==> src/rtl/lutk_array_pkg.sv <==
// Shared types and size helpers for the K-input LUT array.
package lutk_array_pkg;

  typedef enum logic [1:0] {
    ST_IDLE    = 2'd0,
    ST_LOADING = 2'd1,
    ST_ACTIVE  = 2'd2
  } state_e;

  localparam int unsigned MIN_K = 2;
  localparam int unsigned MAX_K = 6;

  // Truth-table width of one K-input LUT.
  function automatic int unsigned tt_bits(input int unsigned k);
    return 32'd1 << k;
  endfunction

  // Chain slice owned by one LUT: truth table plus the REG mode bit.
  function automatic int unsigned slice_bits(input int unsigned k);
    return tt_bits(k) + 32'd1;
  endfunction

  // Total configuration chain length.
  function automatic int unsigned cfg_bits(input int unsigned k, input int unsigned n);
    return n * slice_bits(k);
  endfunction

endpackage

==> src/rtl/lutk_array_cell.sv <==
// One K-input LUT: truth-table mux plus optional output register.
module lutk_cell
  import lutk_array_pkg::*;
#(
  parameter int unsigned K = 4
) (
  input  logic                  clk,
  input  logic                  rst,
  input  logic                  ena,
  input  logic                  clear_i,
  input  logic                  active_i,
  input  logic                  reg_i,
  input  logic [tt_bits(K)-1:0] tt_i,
  input  logic [K-1:0]          lut_in_i,
  output logic                  lut_o
);

  logic f_c;
  logic flop_d;
  logic flop_q;

  assign f_c = tt_i[lut_in_i];

  // Flop follows the LUT function only while active; a new load clears it.
  always_comb begin
    flop_d = 1'b0;
    if (!clear_i && active_i) begin
      flop_d = f_c;
    end
  end

  // Output register, frozen while the design is disabled.
  always_ff @(posedge clk) begin
    if (rst) begin
      flop_q <= 1'b0;
    end else if (ena) begin
      flop_q <= flop_d;
    end
  end

  // Pins stay low outside ACTIVE so partial tables never reach them.
  assign lut_o = active_i & (reg_i ? flop_q : f_c);

endmodule

==> src/rtl/lutk_array.sv <==
// Array of NUM_LUTS K-input LUTs configured through a serial shift chain.
module lutk_array
  import lutk_array_pkg::*;
#(
  parameter int unsigned K        = 4,
  parameter int unsigned NUM_LUTS = 4
) (
  input  logic                  clk,
  input  logic                  rst,
  input  logic                  ena,
  input  logic                  cfg_load,
  input  logic                  cfg_valid,
  input  logic                  cfg_data,
  output logic                  cfg_out,
  output logic                  cfg_done,
  input  logic [NUM_LUTS*K-1:0] lut_in,
  output logic [NUM_LUTS-1:0]   lut_out
);

  localparam int unsigned TT_BITS  = tt_bits(K);
  localparam int unsigned SLICE    = slice_bits(K);
  localparam int unsigned CFG_BITS = cfg_bits(K, NUM_LUTS);
  localparam int unsigned CNT_W    = $clog2(CFG_BITS + 1);

  state_e              state_q;
  logic [CFG_BITS-1:0] chain_q;
  logic [CNT_W-1:0]    cnt_q;
  logic                done_q;
  logic                active_c;

  // Load FSM, bit counter and configuration chain.
  always_ff @(posedge clk) begin
    if (rst) begin
      state_q <= ST_IDLE;
      chain_q <= '0;
      cnt_q   <= '0;
      done_q  <= 1'b0;
    end else if (ena) begin
      case (state_q)
        ST_LOADING: begin
          if (cfg_load) begin
            // Restart keeps the chain; only the count starts over.
            cnt_q <= '0;
          end else if (cfg_valid) begin
            chain_q <= {chain_q[CFG_BITS-2:0], cfg_data};
            cnt_q   <= cnt_q + CNT_W'(1);
            if (cnt_q == CNT_W'(CFG_BITS - 1)) begin
              state_q <= ST_ACTIVE;
              done_q  <= 1'b1;
            end
          end
        end
        default: begin
          if (cfg_load) begin
            state_q <= ST_LOADING;
            cnt_q   <= '0;
            done_q  <= 1'b0;
          end
        end
      endcase
    end
  end

  assign active_c = (state_q == ST_ACTIVE);
  assign cfg_done = done_q;
  assign cfg_out  = chain_q[CFG_BITS-1];

  // One cell per LUT, each reading its own slice of the chain.
  for (genvar i = 0; i < NUM_LUTS; i++) begin : g_cell
    lutk_cell #(
      .K(K)
    ) u_cell (
      .clk     (clk),
      .rst     (rst),
      .ena     (ena),
      .clear_i (cfg_load),
      .active_i(active_c),
      .reg_i   (chain_q[i*SLICE + TT_BITS]),
      .tt_i    (chain_q[i*SLICE +: TT_BITS]),
      .lut_in_i(lut_in[i*K +: K]),
      .lut_o   (lut_out[i])
    );
  end

endmodule
==> config.mk <==
export PLATFORM = sky130hd
export DESIGN_NAME = lutk_array
export DESIGN_NICKNAME = d
export VERILOG_FILES = /design/src/rtl/lutk_array_pkg.sv /design/src/rtl/lutk_array_cell.sv /design/src/rtl/lutk_array.sv
export SDC_FILE = /design/constraint.sdc
export NUM_CORES = 1
export LEC_CHECK = 0
export ABC_AREA = 1
export BUFFER_PORTS_ARGS = -buffer_cell sky130_fd_sc_hd__buf_2
export CORE_ASPECT_RATIO = 1.4
export CORE_MARGIN = 4
export CORE_UTILIZATION = 55
export CTS_CLUSTER_DIAMETER = 30
export DETAILED_ROUTE_END_ITERATION = 16
export PLACE_DENSITY = 0.74
export SYNTH_ARGS = -nofsm -noshare
export SYNTH_HDL_FRONTEND = slang
export SYNTH_HIERARCHICAL = 1
export SYNTH_SLANG_ARGS = --single-unit
==> constraint.sdc <==
create_clock -name clk -period 2.3 [get_ports clk]
set_input_delay 0.23 -clock clk [delete_from_list [all_inputs] [get_ports clk]]
set_output_delay 0.23 -clock clk [all_outputs]
set_load 0.05 [all_outputs]
# --- Word level (Yosys, flattened, before mapping) ---
# Cells that the tools add are included.
word_totals:
  regBits: 82
  in_bits: 22
  out_inout_bits: 6
  word_cells: 60
classes:
  n_addsub: 1
  order_cmp: 4
  eq_ne: 4
  n_mux: 30
  bitwise_logic: 5
  reduce_logical: 8
ops:
  columns: ["operator", "n"]
  rows:
  - ["7-bit 2-to-1 mux", 4]
  - ["4-bit by 5-bit < comparator with 1-bit output, second input constant", 4]
  - ["1-bit 2-to-1 mux", 17]
  - ["1-bit binary-select mux with 4-bit select", 4]
  - ["2-bit 2-to-1 mux", 5]
  - ["7-bit by 1-bit adder with 7-bit output, second input constant", 1]
  - ["7-bit == test, second input constant", 1]
  - ["2-bit nonzero test", 3]
  - ["5-bit AND reduction", 1]
  - ["1-bit AND", 4]
  - ["4-bit AND reduction", 1]
  - ["3-bit AND reduction", 1]
  - ["2-bit by 1-bit == test with 1-bit output, second input constant", 1]
  - ["2-bit == test, second input constant", 1]
  - ["2-bit inequality test, second input constant", 1]
  - ["1-bit logical AND", 1]
  - ["1-bit zero test", 1]
  - ["1-bit inverter", 1]

# --- Depth between registers and ports, before layout ---
# Gate-level depths: netlist of run 1.
depth:
  word_depth: 5
  mapped_depth: 10
  depth_no_buf: 9

# --- Cells and area by module ---
# The synthesis of run 1 kept the hierarchy.
modules_own_cells:
  columns: ["mod", "n_inst", "cells_per_inst", "area_per_inst_um2", "seq_area_each_um2"]
  rows:
  - ["lutk_array", 1, 374, 2919.0, 1541.5]
  - ["lutk_cell", 4, 61, 284.0, 20.0]

# --- Worst setup path before layout of run 1 ---
# Ideal clock, no wire load.
synth_path:
  path_type: "register -> output"
  startpoint: "reg state_q[1]"
  endpoint: "out lut_out[3]"
  arrival_ps: 1513
  required_ps: 2070
  path_slack_ps: 557
  path_stages_with_launch: 7
  path_buffers: 0
  path_cell_list: "dfxtp_1 > inv_1 > nor2_1 > inv_1 > a21oi_1 > o21ai_1 > inv_1"
synth_between:
  elab_chain_cells: 2
synth_rtl:
  columns: ["item", "line", "rtl"]
  rows:
  - ["start, declared", "lutk_array.sv:25", "state_e state_q;"]
  - ["start signal, assigned", "lutk_array.sv:34", "state_q <= ST_IDLE;"]
  - ["start signal, assigned", "lutk_array.sv:48", "state_q <= ST_ACTIVE;"]
  - ["start signal, assigned", "lutk_array.sv:55", "state_q <= ST_LOADING;"]
  - ["2-bit == test", "lutk_array.sv:64", "assign active_c = (state_q == ST_ACTIVE);"]
  - ["net active_c", "lutk_array.sv:29", "logic active_c;"]
  - ["1-bit AND", "lutk_array_cell.sv:42", "assign lut_o = active_i & (reg_i ? flop_q : f_c);"]
  - ["end, declared", "lutk_array.sv:17", "output logic [NUM_LUTS-1:0] lut_out"]
# The timed path passes the listed nets, and every way through them passes these cells.

# --- Final worst setup path of run 1 ---
layout_path:
  startpoint: "reg state_q[1]"
  endpoint: "out lut_out[1]"
# The elaborated chain is that of the path after synthesis.

==> impl.org, run 1 <==
** Detailed routing
- Residual DRC count :: 0
- Total number of vias :: between 3,000 and 4,000
- For this block, wires on met1 add up to around 3600 um.
- Top layer in use :: met4
- Detailed Routing Iterations Pass 1 :: 5
- Detailed-route vias per instance :: just over 5
- In the final routed layout, each cell accounts on average for approximately 11 um.
- In the detailed route, the total length drawn on met2 is between 3000 and 4000 um.
- 1st-iter DRT viols :: approximately 230
- After detailed routing, the total wire length is between 7000 and 8000 um.
- Remaining antenna violation count after routing :: 0
- Met3 wirelength from detailed routing :: 282 um

** Floorplanning
- In this run the core area contains 36 standard-cell rows.
- Vertical die dimension :: about 110 um
- Starting density of the core :: 57.34%
- For this design the top-level I/O count stands at 28.
- Full die area :: just under 9000 sq um
- After floorplanning, the core was sized to cover between 7000 and 8000 sq um.
- Floorplan die width :: ~81 um

** STA
- The final number of hold-violating endpoints is 0.
- Period utilisation layout :: between 80% and 90%
- Minimum hold slack :: ~0.11 ns
- Period minus WS final :: ~1.9 ns
- The count of pins over their slew limit came to 0.
- Transition time at the pin with the least slew margin :: ~0.42 ns
- Maximum frequency from static timing analysis :: about 0.54 GHz
- In this run the tightest slew margin relative to its limit is 71.75%.
- Count of final setup violators :: 0
- Setup TNS Final :: 0 ns
- Across the routed clock network, the largest skew measured is between 0.01 and 0.015 ns.
- Setup repair after global routing left no endpoint under its margin.

** Global routing
- Global routing finished with a remaining overflow of 0.
- The initial antenna violation count came to 0.
- Via count of the first global-routing pass :: approximately 3,500
- Maximum number of pins on one net before global-route repair :: 64
- GRT Overall Usage :: about a fifth
- The first global-routing pass estimated 14,410 um of wire.

** Yosys
- Counting every instance in the synthesized netlist gives 618.
- In this run the mean area of a mapped cell was between 6 and 7 sq um.
- Synthesized-area fraction occupied by adder cells :: 0.6171%
- Summing the areas of all compound-gate instances in the mapped netlist gives 12.10% of the synthesized area.
- In this run the biggest area consumer among cell types represents between 30% and 40% of the synthesized area.
- Count of distinct cell types in the synthesized netlist :: 25
- Post-Syn Nets :: 642
- Summing the areas of all and, or, nand and nor instances in the mapped netlist gives approximately a third of the synthesized area.
- Yosys printed 6 warnings.
- Of the synthesized area, sequential elements account for about two fifths.
- dfxtp_1 takes more of the synthesized area than any other cell.
- Synthesized flop and latch total :: 81
- Most area-consuming cells after synthesis :: dfxtp_1 40%, nor2_1 12%, nand2_1 10%, o21ai_0 8.3%, nand3_1 6.5%
- Synthesized area :: between 4000 and 5000 sq um
- Share of synthesized area spent on multiplexers :: 0%
- After Yosys synthesis, XOR and XNOR cells account for 0% of the synthesized area.
- After synthesis, the largest family of logic cells by area is simple AND/OR/NAND/NOR gates.

** Critical path
- Worst-path cell with the longest stage delay :: dfxtp_1
- The kind of cell with the highest combined delay along the critical path is buffers and inverters.
- Classification of the worst setup path :: flop to output port
- Along the worst path, the maximum fanout reaches 4.
- In this design, the critical path's most frequently occurring cell is inv_1.
- Critical path launch point type :: flop
- Sort of element at the end of the critical path :: output port
- Worst path cell trace :: inv_1, nor2_1, inv_1, a21oi_1, o21ai_1, inv_1, buf_2
- Data arrival time of the worst path :: about 1.6 ns
- Largest stage delay, worst path :: about 0.36 ns
- Counting both buffers and inverters, the worst setup path holds a total of 4.
- STA puts the critical path data required time at around 2.1 ns.

** Clocking
- Root buffer cell :: clkbuf_8
- For this design, the sink count on the clock tree is between 80 and 90.
- Post-CTS Resized :: 0
- Hold repair after CTS inserted 0 buffers.
- The H-tree was split into 3 levels.
- The later pin in the worst-skew pair is clocked with a latency of 0.36 ns.
- Number of CTS-inserted buffers :: 9
- The clock passes through at most 2 buffers.
- TritonCTS built the clock tree.
- Buffer count from post-CTS setup fixing :: 0
- Clock-pin slew was measured on the worst setup and hold paths at around 0.090 ns.

** Layout
- Compared with the post-synthesis result, the final layout area differs by 7.467%.
- The library cell used most frequently in the layout, excluding fill and tap cells, is nor2_1.
- For this run, the number of standard cells in the final layout without fillers is approximately 740.
- The layout has 725 filler cells.
- Final non-filler cell area :: ~4400 sq um
- Of the cells placed in the final design, the portion with a size suffix greater than 1 is 15.63%.
- The repair_antennas step left the layout with diodes totalling 0.
- Final net count :: between 600 and 700
- Leading cell types in the layout, fill and taps excluded :: 132 x nor2_1, 108 x nand2_1, 81 x dfxtp_1, 67 x inv_1, 67 x o21ai_0

** Power and ir drop
- Switching share of power :: between 20 and 30%
- PD cells :: roughly 600 nW/um^2
- The analysis attributes to cell leakage a power of ~2.2 nW.
- Cell internal power was estimated by the tool at around 0.0019 W.
- VDD sags by at most between 0.0004 and 0.0005 V.
- Relative contribution of sequential cells to total power :: 56.1%
- Combinational logic burns around 7.9% of the power.
- Of the total power, the clock network draws roughly 36%.
- NetSw :: 0.0006531 W

** Placement
- Detailed placement ended at an HPWL of ~5400 um.
- Placer's final routability congestion estimate :: between 0.8 and 0.9
- Port buffer count :: 27
- Placed instance count :: 720
- The placed instances occupy a cell area of between 4000 and 5000 sq um.

** Min path
- Worst hold path type :: input pin to flop

** Status
- Status :: completed

** Job
- Across the run, the number of max-cap violations was 0.
-- layout make-up --
class,count,area (sq um),area share (%)
clock inverters,5,32.53,0.7465
flip-flops and latches,81,1622,37.21
clock buffers,10,137.6,3.158
well taps,95,118.9,2.728
multi-input cells,419,1883,43.21
repair buffers,32,185.2,4.249
inverters,93,379.1,8.699
-- metrics by stage --
| stage | util (%) | total power, W | worst slack [ns] |
|---|---|---|---|
| 6_report | 61.62 | 0.002551 | 0.4362 |
| 5_1_grt | 61.62 | 0.002678 | 0.1770 |
| 4_1_cts | 61.62 | 0.002575 | 0.3882 |
| 3_5_place_dp | 59.22 | 0.001665 | 0.7589 |
| 3_3_place_gp | 59.22 | 0.001660 | 0.7621 |
| 2_1_floorplan | - | 0.001609 | 0.5565 |
-- worst min-delay path: stages --
cell    delay, ns
buf_2        0.08
nor2_1       0.03
nor2_1       0.09
-- per-layer routing --
layer | global-route usage (%) | vias up
met2 | 36.08 | 75
met3 | 4.180 | 14
met5 | 0 | -
met4 | 7.729 | 0
met1 | 23.26 | 1661
li1 | - | 1945
-- power by group through the flow --
| stage | sequential, W | combinational, W | clock, W |
|---|---|---|---|
| 3_5_place_dp | 0.00146 | 0.000201 | 0 |
| 6_report | 0.00143 | 0.000201 | 0.000920 |
| 5_1_grt | 0.00143 | 0.000230 | 0.00101 |
| 3_3_place_gp | 0.00146 | 0.000197 | 0 |
| 4_1_cts | 0.00143 | 0.000201 | 0.000943 |
| 2_1_floorplan | 0.00146 | 0.000147 | 0 |
-- synth_stat cells (all sizes together) --
cell type,number
nor3b,1
o21bai,1
nand2,109
dfxtp,81
buf,18
inv,93
nor2,154
a21boi,1
o21ai,77
nor3,5
clkbuf,7
ha,2
nand4,1
nand3,53
a21oi,15
-- cell families after synthesis --
group | after synthesis
fa+ha+maj | 2
flops | 81
buf+inv | 118
compound gates | 94
simple gates | 323
-- final timing paths --
path | from | slack (ns) | to | cells past startpoint
setup / recovery | state_q[1] | 0.44 | lut_out[1] | 7
hold / removal | cfg_data | 0.11 | chain_q[0] | 3
setup reg to reg | state_q[1] | 0.74 | chain_q[31] | 8
hold reg to reg | g_cell[0].u_cell/flop_q | 0.48 | g_cell[0].u_cell/flop_q | 2
-- registers in the layout, summed over array words and instances (netlist names) --
name	flops
chain_q	68
state_q	2
g_cell.u_cell/flop_q	4
cnt_q	7
Power figures use the tool's default switching activity.
==> run 2: changes to the inputs <==
Settings changed: CORE_UTILIZATION 55 to 54, PLACE_DENSITY 0.74 to 0.75.
Clock period 2.3 ns to 1.7 ns, I/O delays scaled along.
==> run 2 against run 1 <==
Compared with the run above: power increased by 49%; wire length increased by 3.0%; clock power increased by 72%; largest power group unchanged; worst hold slack got worse by 0.067 ns; critical path type unchanged.
==> impl.org, run 2 (same netlist as run 1, synthesis figures left out) <==
** Global routing
- Number of antenna violations at the first check in global routing :: 0 (unchanged)
- Grt total ovfl :: 0 (unchanged)
- Via count of the first global-routing pass :: 3,337 (-4.7%)
- The global-route usage over all layers was 19.07% (-1.1 points).
- Maximum number of pins on one net before global-route repair :: 63 (-1.6%)
- The first-pass GRT wire length is 13,970 um (-3.1%).

** Critical path
- STA classifies the critical path endpoint as an output port.
- The startpoint identified for the worst register-to-register timing path is state_q[1].
- Worst-path cell with the longest stage delay :: dfxtp_1
- Traced cell by cell, the critical path runs through inv_1, nand2_1, nand3_1, nand3_1, nand3_1, nand2_2, o21ai_1, inv_1, buf_6.
- The required time of the worst setup path came to 1.53 ns (-0.54 ns).
- STA classifies the critical path startpoint as a flop.
- Maximum net fanout on the critical path :: 3 (-1)
- The setup path with the least slack is of type flop to output port.
- Library cell appearing most often on the critical path :: nand3_1
- The largest incremental delay on the critical path is 0.36 ns (about the same).
- Critical path launch point :: chain_q[9]
- Data arrival time of the worst path :: 1.46 ns (-0.17 ns)

** Power and ir drop
- The sequential cell fraction of total power was 50.8% (-5.3 points).
- Share of power burned in combinational logic :: 7.9% (about the same)
- Static leakage :: 2.278 nW (+4.8%)
- The areal power density over the cells was 827.6 nW/um^2 (+41%).
- Maximum ir drop on the vdd rail :: 0.0006216 V (+52%)
- NetSw :: 0.0008750 W (+34%)
- Power share of the clock group :: 41.3% (+5.3 points)
- The switching share of power came to 22.95% (-2.6 points).
- Final Power :: 0.003813 W (+49%)
- The internal portion of total power came to 0.002938 W (+55%).

** Min path
- The startpoint identified for the worst hold timing path is cfg_data.
- Worst hold path type :: input pin to flop

** Floorplanning
- The area enclosed by the die boundary is 8980 sq um (+1.7%).
- The initial standard-cell utilization of the core is 55.44% (-1.9 points).
- Floorplan die width :: 81.24 um (+0.83%)
- The I/O pin count was 28 (unchanged).
- The count of standard-cell rows was 37 (+2.8%).
- The floorplan core area was 7315 sq um (+3.4%).
- Vertical die dimension :: 110.5 um (+0.85%)

** STA
- The pin slew with the least headroom to its limit was 0.4613 ns (+0.03758 ns).
- The number of setup violations in the final report was 0 (unchanged).
- Period minus WS final :: 1.628 ns
- The sum of negative setup slack was 0 ns (unchanged).
- Relative max-transition margin :: 69.24% (-2.5 points)
- Setup repair after global routing could not meet its margin everywhere.
- Number of slew-limit violations in the final report :: 0 (unchanged)
- Skew final :: 0.01368 ns (-0.0008961 ns)
- Number of failing hold endpoints at the final stage :: 0 (unchanged)
- After layout, the worst path uses around 96% of the clock period.
- Static timing analysis puts the maximum clock frequency at approximately 0.61 GHz.

** Clocking
- Clock transition at the registers of the reported paths :: 0.08 ns (about the same)
- TritonCTS built the clock tree.
- Depth of the CTS H-tree :: 3 (unchanged)
- Latest clock arrival within the worst-skew pair :: 0.35 ns (about the same)
- Root buffer cell :: clkbuf_8
- The number of hold-repair buffers added at the cts stage came to 0 (unchanged).
- The maximum number of buffers from clock root to sink came to 2 (unchanged).
- The number of clock buffers inserted by TritonCTS was 9 (unchanged).
- Total number of clock tree sinks :: 81 (unchanged)

** Layout
- Most common cell after layout, fill and taps aside :: nor2_1
- The number of nets in the layout came to 667 (+1.1%).
- Antenna Cells :: 0 (unchanged)
- The register with the most flip-flops in the final layout is chain_q.
- Leaving out fill and tap cells, the most frequent cells in the layout are 130 x nor2_1, 103 x nand2_1, 67 x o21ai_0, 66 x inv_1, 49 x dfxtp_1.
- The number of flip-flops under the largest register name came to 68 (unchanged).
- The fraction of final layout cells with drive strength greater than 1 is 24.23% (+8.6 points).
- The largest registers in the layout are chain_q x68, cnt_q x7, g_cell.u_cell/flop_q x4.
- Layout area overhead :: 13.61%

** Detailed routing
- The total number of vias was 3,678 (-0.46%).
- The number of iterations in the first detailed-routing pass came to 4 (-1).
- The average routed wire per standard cell came to 10.99 um (+1.7%).
- The post-detailed-route count of antenna-violating nets came to 0 (unchanged).
- The total DRC errors in the routed layout is 0 (unchanged).
- The final wirelength came to 8189 um (+3.0%).
- 1st-iter DRT viols :: 241 (+6.2%)
- Detailed-route vias per instance :: 4.937 (-1.8%)

** Job
- The count of max-cap constraint violations is 0 (unchanged).

** Placement
- Sum of net half-perimeters after detailed placement :: 5385 um (-0.26%)
- Placer's final routability congestion estimate :: 0.9266 (+5.3%)
- Port buffer count :: 27 (unchanged)

** Status
- Status :: completed
## run 2: changes by cell type in the layout (fill, tap and decap cells not counted), sizes merged
cell	change
clkinvlp	-3
bufinv	+2
inv	+1
clkbuf	+2
clkinv	-1
buf	+7
## run 2: area by class of cell
class	count	area (sq um)
multi-input combinational	419	1953
timing repair buffer	39	262.8
clock buffer	12	155.1
sequential	81	1662
fill	679	2708
tap	97	121.4
clock inverter	4	73.82
inverter	93	379.1
## run 2: routing by layer
| layer | part of all wire (%) | GRT usage [%] | wire [um] | vias to the layer above |
|---|---|---|---|---|
| met5 | 0 | 0 | 0 | - |
| met3 | 3.0 | 4.731 | 244 | 6 |
| met4 | 0.90 | 5.524 | 74 | 0 |
| li1 | - | - | - | 1962 |
| met2 | 52 | 33.74 | 4259 | 37 |
| met1 | 44 | 22.10 | 3610 | 1673 |
## run 2: path summary, 6_finish.rpt
path | to | slack [ns] | cells past startpoint
hold reg to reg | cnt_q[6] | 0.48 | 2
setup / recovery | lut_out[0] | 0.07 | 9
hold / removal | chain_q[0] | 0.05 | 3
setup reg to reg | chain_q[13] | 0.16 | 8
## run 2: per-stage QoR
stage,cell area (sq um),worst slack (ns),std cells,hold slack (ns),utilization (%)
finish,4607,0.07164,745,0.04767,62.98
global route,4607,-0.02773,745,0.06669,62.98
CTS,4441,0.01409,738,0.03576,60.71
detailed placement,4190,0.2393,722,0.4078,57.29
global placement,4190,0.2653,722,0.3926,57.29
floorplan,4055,0.01653,618,0.2324,-
## run 2: power groups by stage
stage               logic [W]  clock network (W)  registers [W]
CTS                  0.000277            0.00162        0.00194
finish               0.000299            0.00158        0.00194
detailed placement   0.000274                  0        0.00198
floorplan            0.000199                  0        0.00198
global route         0.000339            0.00170        0.00194
global placement     0.000270                  0        0.00198
## run 2: critical path, delay by kind of cell (launching register included)
kind,cells,cell delay [ns]
flip-flops,1,0.36
AND/OR/NAND/NOR,5,0.38
AO/OA/AOI/OAI,1,0.06
buffers and inverters,3,0.31
## run 2: timing repair
item / CTS / global route
pin swaps: 0 / 10
setup buffers: 0 / 7
endpoints found under the setup margin: 4 / 5
gates resized for setup: 7 / 52
==> run 3: changes to the inputs <==
Settings changed: CORE_ASPECT_RATIO 1.4 to unset.
==> run 3 against run 2 <==
Compared with the run above: flip-flop and latch count is the same; clock skew down 0.0022 ns; largest cell class unchanged; critical path depth is the same; critical endpoint unchanged; power down 2.8%; highest routed layer unchanged; final cell count increased by 0.54%.
==> impl.org, run 3 (same netlist as run 1, synthesis figures left out) <==
** Status
- The flow ran to the end, and the final reports show no timing, DRC or antenna violations.

** Layout
- The number of flip-flops under the largest register name was 68 (unchanged).
- Leaving out fill and tap cells, the most frequent cell in the layout is nor2_1.
- The number of nets in the layout is 669 (+0.30%).
- Registers with the most flip-flops :: chain_q x68, cnt_q x7, g_cell.u_cell/flop_q x4
- The number of non-filler instances in the completed layout was 749 (+0.54%).
- Leading cell types in the layout, fill and taps excluded :: 131 x nor2_1, 102 x nand2_1, 67 x o21ai_0, 59 x inv_1, 41 x dfxtp_2
- The count of antenna diodes in the layout came to 0 (unchanged).
- The fraction of final layout cells with drive strength greater than 1 was 28.77% (+4.5 points).
- The fill cell total of the finished layout was 734 (+8.1%).
- chain_q holds more flip-flops than any other register.
- Compared with the post-synthesis result, the final layout area differs by 15.52%.
- Multi-input gate area :: 2004 sq um (+2.6%)
- Area of all sequential standard cells :: 1673 sq um (+0.68%)

** STA
- Period utilisation layout :: 96.39% (+0.61 points)
- Skew final :: 0.01144 ns (-0.002232 ns)
- The pin slew with the least headroom to its limit was 0.3741 ns (-0.08720 ns).
- Maximum frequency from static timing analysis :: 0.6103 GHz (-0.63%)
- Number of slew-limit violations in the final report :: 0 (unchanged)
- The final number of hold-violating endpoints came to 0 (unchanged).
- The relative max-transition margin was 75.02% (+5.8 points).
- Unrepaired setup endpoints after global routing :: true
- The number of setup violations in the final report came to 0 (unchanged).
- The shortest period the worst path allows is 1.639 ns (+0.01029 ns).

** Floorplanning
- The count of standard-cell rows came to 31 (-16%).
- Ports placed on the boundary :: 28 (unchanged)
- The floorplan core area came to 7292 sq um (-0.31%).
- The die outline height came to 94.66 um (-14%).
- The initial standard-cell utilization of the core came to 55.61% (+0.17 points).
- Floorplan die width :: 94.66 um (+17%)
- The area enclosed by the die boundary came to 8960 sq um (-0.23%).

** Critical path
- Critical path launch point type :: flop
- Classification of the worst setup path :: flop to output port
- The cell depth of the worst flop-to-flop path came to 8 (unchanged).
- Maximum net fanout on the critical path :: 3 (unchanged)
- Library cell appearing most often on the critical path :: nand3_2
- Cell depth of the worst setup path :: 9 (unchanged)
- The largest individual stage delay along the critical path comes from the cell dfxtp_2.
- The largest incremental delay on the critical path came to 0.33 ns (-0.03 ns).
- Buffer and inverter count on the worst path :: 3 (unchanged)
- The required time of the worst setup path is 1.53 ns (about the same).
- Data arrival time of the worst path :: 1.47 ns (about the same)
- Worst path cell trace :: inv_2, nand2_1, nand3_2, nand3_2, nand3_2, nand2_2, o21ai_2, inv_1, buf_6
- Family of cells with the greatest summed delay on the critical path :: simple AND/OR/NAND/NOR gates
- Sort of element at the end of the critical path :: output port

** Detailed routing
- The total number of vias came to 3,668 (-0.27%).
- Post-detailed-routing wire length :: 8279 um (+1.1%)
- The average vias per placed instance was 4.897 (-0.80%).
- Detailed Routing Iterations Pass 1 :: 4 (unchanged)
- 1st-iter DRT viols :: 206 (-15%)
- The total DRC errors in the routed layout came to 0 (unchanged).
- Remaining antenna violation count after routing :: 0 (unchanged)
- Post-detailed-route wirelength per cell :: 11.05 um (+0.56%)

** Clocking
- Total number of clock tree sinks :: 81 (unchanged)
- Root buffer cell :: clkbuf_8
- The maximum number of buffers from clock root to sink came to 2 (unchanged).
- The clock insertion delay at the later pin of the skew report came to 0.35 ns (about the same).
- Number of CTS-inserted buffers :: 9 (unchanged)
- The maximum level of the CTS H-tree was 3 (unchanged).
- The number of hold-repair buffers added at the cts stage came to 0 (unchanged).
- TritonCTS clock tree :: yes
- Clock transition at the registers of the reported paths :: 0.08 ns (about the same)

** Global routing
- The maximum number of pins on one net before global-route repair came to 70 (+11%).
- The via count of the first global-routing pass is 3,231 (-3.2%).
- The global-route usage over all layers was 18.85% (-0.22 points).
- The initial antenna violation count is 0 (unchanged).
- The first-pass GRT wire length is 13,740 um (-1.6%).
- Grt total ovfl :: 0 (unchanged)

** Job
- The count of max-cap constraint violations is 0 (unchanged).

** Power and ir drop
- PD cells :: 791.2 nW/um^2 (-4.4%)
- The leakage power summed over all cells is 2.302 nW (+1.0%).
- Final Power :: 0.003707 W (-2.8%)
- Maximum ir drop on the vdd rail :: 0.0005179 V (-17%)

** Min path
- Worst hold path type :: input pin to flop
- The worst hold path stage count is 3 (unchanged).

** Placement
- Placed instance count :: 726 (+0.55%)
- The number of buffer cells added on primary ports came to 27 (unchanged).
- The final estimated routing congestion in global placement was 0.8756 (-5.5%).
- Sum of net half-perimeters after detailed placement :: 5436 um (+0.95%)
-- run 3: cell types whose count changed in the layout (fill, tap and decap cells not counted), moves of 2 or more --
cell	delta
clkinvlp_4	+2
dfxtp_1	-9
dfxtp_2	+9
inv_1	-7
inv_2	+7
nand3_1	-8
nand3_2	+8
o21ai_1	-2
o21ai_2	+2
-- run 3: timing repair --
item | in CTS | in global routing
setup buffers | 0 | 7
pin swaps | 0 | 24
setup endpoints to repair | 4 | 5
resized for setup | 7 | 79
-- run 3: through the flow --
| step | hold WS, ns | util (%) | setup TNS [ns] | worst slack [ns] | cell area, sq um |
|---|---|---|---|---|---|
| 2_1_floorplan | 0.2324 | - | 0 | 0.01653 | 4055 |
| 3_3_place_gp | 0.4043 | 57.88 | 0 | 0.2473 | 4220 |
| 3_5_place_dp | 0.4097 | 57.88 | 0 | 0.1975 | 4220 |
| 4_1_cts | 0.04439 | 61.07 | 0 | 0.009203 | 4453 |
| 5_1_grt | 0.05436 | 64.24 | -0.1499 | -0.05706 | 4684 |
| 6_report | 0.04599 | 64.24 | 0 | 0.06135 | 4684 |
-- run 3: where the power goes --
| group | switching, W | internal [W] | leakage [nW] |
|---|---|---|---|
| Combinational | 0.000201 | 0.000109 | 1.53 |
| Clock | 0.000693 | 0.000766 | 0.102 |
| Sequential | 0.0000191 | 0.00192 | 0.674 |
-- run 3: metal layers --
metal,track usage [%],part of all wire [%]
met3,5.817,4.1
met4,4.688,0.82
met2,30.12,46
met1,24.81,49
met5,0,0
-- run 3: worst register-to-register path, stage by stage, from the launching register on --
cell and delay [ns]:
dfxtp_2 0.33, inv_1 0.11, nand2_2 0.10, ha_1 0.21
nor2_1 0.15, nand2_2 0.14, nor2_1 0.18, o21ai_0 0.11
a21oi_1 0.13
-- run 3: final timing paths --
kind                            slack (ns)          to       start
worst max-delay path                  0.06  lut_out[0]  chain_q[8]
worst min register to register        0.47    cnt_q[6]    cnt_q[6]
worst min-delay path                  0.05  chain_q[0]    cfg_data
worst max register to register        0.17    cnt_q[5]  state_q[1]
-- run 3: layout make-up --
type,count,share of cell area [%]
multi-input combinational,419,42.79
inverter,93,8.093
clock buffer,11,3.232
clock inverter,5,1.335
tap,99,2.644
timing repair buffer,41,6.197
sequential,81,35.71
